**src/rtl/sprite_pkg.sv**
```systemverilog
// rtl/sprite_pkg.sv - shared FSM state, default screen size and sprite index constants
package sprite_pkg;

    typedef enum logic [1:0] {
        IDLE,
        SCAN,
        DRAIN,
        DONE
    } blit_state_t;

    localparam int DEFAULT_SCREEN_W = 160;
    localparam int DEFAULT_SCREEN_H = 120;

    localparam int ROCK    = 0;
    localparam int SCISSOR = 1;
    localparam int PAPER   = 2;

endpackage

```
**src/rtl/blit_scan_counter.sv**
```systemverilog
// rtl/blit_scan_counter.sv - row-major sx/sy raster counter over the sprite with last-pixel flag
module blit_scan_counter #(
    parameter int SPR_W = 32,
    parameter int SPR_H = 32,
    parameter int SXW   = (SPR_W > 1) ? $clog2(SPR_W) : 1,
    parameter int SYW   = (SPR_H > 1) ? $clog2(SPR_H) : 1
) (
    input  logic           clock,
    input  logic           reset,
    input  logic           clear,
    input  logic           enable,
    output logic [SXW-1:0] sx,
    output logic [SYW-1:0] sy,
    output logic           last
);

    logic sx_end;
    logic sy_end;

    assign sx_end = (sx == SXW'(SPR_W - 1));
    assign sy_end = (sy == SYW'(SPR_H - 1));
    assign last   = sx_end && sy_end;

    // Wrapping sy on the last pixel leaves the counter at address 0 for the next blit.
    always_ff @(posedge clock) begin
        if (reset || clear) begin
            sx <= '0;
            sy <= '0;
        end else if (enable) begin
            if (sx_end) begin
                sx <= '0;
                sy <= sy_end ? '0 : sy + SYW'(1);
            end else begin
                sx <= sx + SXW'(1);
            end
        end
    end

endmodule

```
**src/rtl/sprite_blitter.sv**
```systemverilog
// rtl/sprite_blitter.sv - sprite blitter top: FSM, two-stage pixel pipeline and clipping.
// Define SPRITE_BLITTER_TRANSPARENT_EN to make ROM bit-0 pixels transparent.
module sprite_blitter
    import sprite_pkg::*;
#(
    parameter int SCREEN_W    = DEFAULT_SCREEN_W,
    parameter int SCREEN_H    = DEFAULT_SCREEN_H,
    parameter int SPR_W       = 32,
    parameter int SPR_H       = 32,
    parameter int NUM_SPRITES = 3,
    parameter int COLOUR_BITS = 3,
    parameter int XW   = $clog2(SCREEN_W),
    parameter int YW   = $clog2(SCREEN_H),
    parameter int SELW = (NUM_SPRITES > 1) ? $clog2(NUM_SPRITES) : 1,
    parameter int AW   = (SPR_W * SPR_H > 1) ? $clog2(SPR_W * SPR_H) : 1
) (
    input  logic                   clock,
    input  logic                   reset,
    input  logic                   start,
    input  logic [SELW-1:0]        sprite_sel,
    input  logic [XW-1:0]          x0,
    input  logic [YW-1:0]          y0,
    input  logic [COLOUR_BITS-1:0] fg_colour,
    input  logic [COLOUR_BITS-1:0] bg_colour,
    output logic [AW-1:0]          rom_addr,
    output logic [SELW-1:0]        rom_sel,
    input  logic                   rom_q,
    output logic [XW-1:0]          x,
    output logic [YW-1:0]          y,
    output logic [COLOUR_BITS-1:0] colour,
    output logic                   plot,
    output logic                   busy,
    output logic                   done
);

    localparam int SXW = (SPR_W > 1) ? $clog2(SPR_W) : 1;
    localparam int SYW = (SPR_H > 1) ? $clog2(SPR_H) : 1;
    localparam logic [SELW:0] NUM_SEL = (SELW + 1)'(NUM_SPRITES);

    blit_state_t state_q, state_d;
    logic drain_q, drain_d;
    logic accept, scan_en, last;
    logic [SXW-1:0] sx;
    logic [SYW-1:0] sy;

    logic [XW-1:0]          x0_q;
    logic [YW-1:0]          y0_q;
    logic [COLOUR_BITS-1:0] fg_q, bg_q;

    logic          s1_valid;
    logic [XW:0]   s1_x;
    logic [YW:0]   s1_y;
    logic          on_screen, pix_on;

    blit_scan_counter #(
        .SPR_W(SPR_W), .SPR_H(SPR_H), .SXW(SXW), .SYW(SYW)
    ) u_scan (
        .clock (clock),
        .reset (reset),
        .clear (accept),
        .enable(scan_en),
        .sx    (sx),
        .sy    (sy),
        .last  (last)
    );

    // A start in the DONE cycle is taken so blits can run back to back.
    always_comb begin
        state_d = state_q;
        drain_d = drain_q;
        accept  = 1'b0;
        scan_en = 1'b0;
        case (state_q)
            IDLE: begin
                if (start) begin
                    accept  = 1'b1;
                    state_d = SCAN;
                end
            end
            SCAN: begin
                scan_en = 1'b1;
                drain_d = 1'b0;
                if (last) state_d = DRAIN;
            end
            DRAIN: begin
                drain_d = 1'b1;
                if (drain_q) state_d = DONE;
            end
            DONE: begin
                if (start) begin
                    accept  = 1'b1;
                    state_d = SCAN;
                end else begin
                    state_d = IDLE;
                end
            end
            default: state_d = IDLE;
        endcase
    end

    assign busy     = (state_q == SCAN) || (state_q == DRAIN);
    assign done     = (state_q == DONE);
    assign rom_addr = AW'(sy) * AW'(SPR_W) + AW'(sx);

    assign on_screen = (s1_x < (XW + 1)'(SCREEN_W)) && (s1_y < (YW + 1)'(SCREEN_H));
`ifdef SPRITE_BLITTER_TRANSPARENT_EN
    assign pix_on = rom_q;
`else
    assign pix_on = 1'b1;
`endif

    always_ff @(posedge clock) begin
        if (reset) begin
            state_q  <= IDLE;
            drain_q  <= 1'b0;
            rom_sel  <= '0;
            x0_q     <= '0;
            y0_q     <= '0;
            fg_q     <= '0;
            bg_q     <= '0;
            s1_valid <= 1'b0;
            s1_x     <= '0;
            s1_y     <= '0;
            plot     <= 1'b0;
            x        <= '0;
            y        <= '0;
            colour   <= '0;
        end else begin
            state_q <= state_d;
            drain_q <= drain_d;
            if (accept) begin
                rom_sel <= ({1'b0, sprite_sel} >= NUM_SEL) ? '0 : sprite_sel;
                x0_q    <= x0;
                y0_q    <= y0;
                fg_q    <= fg_colour;
                bg_q    <= bg_colour;
            end
            // Stage 1 lines up with rom_q, stage 2 is the registered pixel write.
            s1_valid <= scan_en;
            s1_x     <= {1'b0, x0_q} + (XW + 1)'(sx);
            s1_y     <= {1'b0, y0_q} + (YW + 1)'(sy);
            plot     <= s1_valid && on_screen && pix_on;
            x        <= s1_x[XW-1:0];
            y        <= s1_y[YW-1:0];
            colour   <= rom_q ? fg_q : bg_q;
        end
    end

endmodule
```
**config.mk**
```make
export PLATFORM = sky130hd
export DESIGN_NAME = sprite_blitter
export DESIGN_NICKNAME = d
export VERILOG_FILES = /design/src/rtl/sprite_pkg.sv /design/src/rtl/blit_scan_counter.sv /design/src/rtl/sprite_blitter.sv
export SDC_FILE = /design/constraint.sdc
export NUM_CORES = 1
export LEC_CHECK = 0
export ABC_AREA = 1
export BUFFER_PORTS_ARGS = -buffer_cell sky130_fd_sc_hd__buf_2
export CORE_MARGIN = 5
export CORE_UTILIZATION = 45
export CTS_BUF_LIST = sky130_fd_sc_hd__clkbuf_8
export DETAILED_ROUTE_END_ITERATION = 8
export HOLD_SLACK_MARGIN = 0.12
export PLACE_DENSITY = 0.67
export SLEW_MARGIN = 15
export SYNTH_ARGS = -nofsm -noshare
export SYNTH_HDL_FRONTEND = slang
export SYNTH_SLANG_ARGS = --single-unit
export TNS_END_PERCENT = 100
```
**constraint.sdc**
```tcl
create_clock -name clock -period 2.2 [get_ports clock]
set_input_delay 0.66 -clock clock [delete_from_list [all_inputs] [get_ports clock]]
set_output_delay 0.66 -clock clock [all_outputs]
set_load 0.05 [all_outputs]
```
==> flow_summary.ini <==
[outcome]
status = complete, no violations

[timing]
fin_ws_ns = 0.101
final.period_utilization_pct = 95.4
worst_pin_slew_ns = 0.575
finalSetupViolations = 0
min_period_ns = 2.10
slew_viol_final = 0
rsz_0062_raised_after_global_routing = false
setup_tns_ns = 0
achievable-frequency_mhz = 476
timing.max_slew.rel_slack_pct = 61.6
whs_ns = 0.402
final.setup_skew_ns = 0.0105
final_hold_violating_endpoints = 0

[synthesis]
netlist_area_mm2 = 0.00308
synth.net_count = 438
netlist-cell-type-count = 30
syn-instance-count = 391
postSynthRegisterBits = 73
synth_area_per_cell_um2 = 7.87
seq_area_frac_synth_pct = 47.5
yosys_warnings = 0
netlist.area_leader.share_pct = 47.5
netlist.top_cell.by_area = sky130_fd_sc_hd__dfxtp_1
netlist_top_cells_area = sky130_fd_sc_hd__dfxtp_1 (48%), sky130_fd_sc_hd__nor2_1 (11%), sky130_fd_sc_hd__nand2_1 (7.8%)

[clock_tree]
cts.sink_count = 73
cts-buffers-inserted = 9
clock_insertion_delay_worst_skew_ns = 0.35
htree_num_levels = 3
cts_tree = built
clock_tree.buffer_depth = 2
cts_root_buf = sky130_fd_sc_hd__clkbuf_8
path_clk_slew_ns = 0.08
number_of_post_cts_setup_repair_buffers = 0

[global_routing]
initial_antenna_violation_count = 0
grt_first_pass_wirelength_um = 10500
grt_pass1_vias = 2334
grt.overflow.total = 0
grt_use_total_pct = 15.5
grt_max_degree = 40

[floorplanning]
num_rows = 30
core_mm2 = 0.00672
floorplan.die.height_um = 92.7
floorplan.initialDensity_pct = 45.8
die-width_um = 92.7
die_area_mm2 = 0.00859
io_pins = 60

[min_path]
min_path_type = reg2reg

[critical_path]
critical_path.slowest_cell = sky130_fd_sc_hd__dfxtp_1
critPathCaptureType = output pin
critical_path.max_fanout = 5
worst_path_largest_cell_delay_ns = 0.41
critPathLaunchType = flop
cp_cell_sequence = inv_1 > ha_1 > clkbuf_4
arrival_ns = 1.44
required_ns = 1.54
crit_type = reg2out

[route]
wire_per_inst_um = 11.3
num_vias = 2472
drt_wl_total_um = 6060
drt_first_iter_violations = 117
drt.antenna.violating_nets = 0
firstDrtPassIters = 4
route.detailed.drc = 0
vias_per_cell = 4.61

[job]
max_cap_viol_count = 0

[placement]
pre_cts_ws_ns = 0.451
replace_congestion = 0.826
dp.final_hpwl_um = 4370
port_buffers = 59

[power_and_ir_drop]
vdd_drop_max_uv = 534
total_leakage_power_uw = 0.00178
pwr_density_cell_mw_per_mm2 = 1060

[finish]
filler_cell_count = 639
number_of_antenna_repair_diodes = 0
final_layout_size_suffix_gt1_share_pct = 19.3
area_added_between_synthesis_and_finish_pct = 17.5
num-nets-final = 498
## stage by stage
stage	util, %	total power, µW	instances	area [µm²]
floorplan	-	2550	391	3080
global placement	50.5	2720	520	3400
detailed placement	50.5	2750	520	3400
CTS	53.7	3860	536	3610
global route	53.8	4090	536	3610
finish	53.8	3830	536	3610
## repair_timing
| item | 4_1_cts | 5_1_grt |
|---|---|---|
| hold buffers | 0 | 0 |
| gates resized for setup | 0 | 1 |
| setup endpoints to repair | 0 | 1 |
## cells by family after synthesis
logic type | count (synthesis) | synth area share, %
AOI/OAI and AO/OA | 46 | 7.77
xor gates and xnor gates | 3 | 0.855
adders and majority gates | 20 | 8.63
buffers and inverters | 59 | 8.75
DFF | 73 | 47.5
and+or+nand+nor | 190 | 26.5
## path summary, 6_finish.rpt
check | from | end | slack (ns) | depth (start not counted)
setup / recovery | state_q[0] | busy | 0.10 | 3
hold / removal | s1_x[3] | x[3] | 0.40 | 2
setup reg to reg | state_q[0] | u_scan.sx[3] | 0.42 | 8
hold reg to reg | s1_x[3] | x[3] | 0.40 | 2
## worst max-delay path: cells and delay by family (launching register included)
| kind | cells | cell delay (ns) |
|---|---|---|
| buffers and inverters | 2 | 0.34 |
| DFF | 1 | 0.41 |
| adders and majority gates | 1 | 0.33 |
## power by group
| group | internal, µW | switching, µW | leakage (µW) |
|---|---|---|---|
| Combinational | 316 | 708 | 0.00108 |
| Sequential | 1560 | 130 | 0.000598 |
| Clock | 615 | 495 | 0.000105 |
| Total | 2490 | 1330 | 0.00178 |
## placed cells by master, fill, tap and decap left out, types with 2 or more instances in the layout
master | netlist | layout
sky130_fd_sc_hd__inv_1 | 44 | 44
sky130_fd_sc_hd__xor2_1 | 3 | 3
sky130_fd_sc_hd__nand3b_1 | 3 | 3
sky130_fd_sc_hd__nor2_1 | 92 | 92
sky130_fd_sc_hd__inv_2 | 2 | 2
sky130_fd_sc_hd__nor3_1 | 5 | 5
sky130_fd_sc_hd__clkbuf_8 | 0 | 12
sky130_fd_sc_hd__fa_1 | 2 | 2
sky130_fd_sc_hd__nand4_1 | 2 | 2
sky130_fd_sc_hd__clkinvlp_4 | 0 | 2
sky130_fd_sc_hd__ha_1 | 18 | 18
sky130_fd_sc_hd__clkinv_2 | 1 | 2
sky130_fd_sc_hd__buf_2 | 6 | 58
sky130_fd_sc_hd__nand2_4 | 2 | 2
sky130_fd_sc_hd__nand2_1 | 64 | 64
sky130_fd_sc_hd__a21oi_1 | 16 | 16
sky130_fd_sc_hd__nand3_1 | 14 | 14
sky130_fd_sc_hd__dfxtp_1 | 73 | 73
sky130_fd_sc_hd__o21ai_0 | 28 | 28
## final cells by class
cell class | count | area (µm²) | share of cell area, %
clock buffers | 12 | 165 | 4.57
clock inverters | 4 | 50.0 | 1.39
inverters | 48 | 186 | 5.16
multi-input cells | 259 | 1350 | 37.2
flip-flops and latches | 73 | 1460 | 40.4
well taps | 80 | 100 | 2.77
repair buffers | 60 | 305 | 8.45
## Yosys cell counts (all sizes together)
master and count:
a211oi 1, a21oi 16, a31oi 1, and2 2, buf 11, clkinv 1, dfxtp 73, fa 2
ha 18, inv 47, nand2 67, nand2b 1, nand3 14, nand3b 3, nand4 3, nor2 93
nor3 6, o21ai 28, or2 1, xor2 3
## layer usage
layer	wire [µm]	vias up	global-route usage (%)
met1	2880	1073	19.3
li1	-	1343	-
met2	2800	44	24.8
met5	0	-	0
met4	99	0	5.86
met3	287	12	5.20
## registers in the layout, indices dropped and copies added, names as in the netlist
signal,flops
u_scan.sx,5
plot,1
drain_q,1
x,8
s1_y,8
s1_x,9
bg_q,3
x0_q,8
rom_sel,2
colour,3
fg_q,3
state_q,2
y,7
u_scan.sy,5
y0_q,7
s1_valid,1
Power figures use the tool's default switching activity.
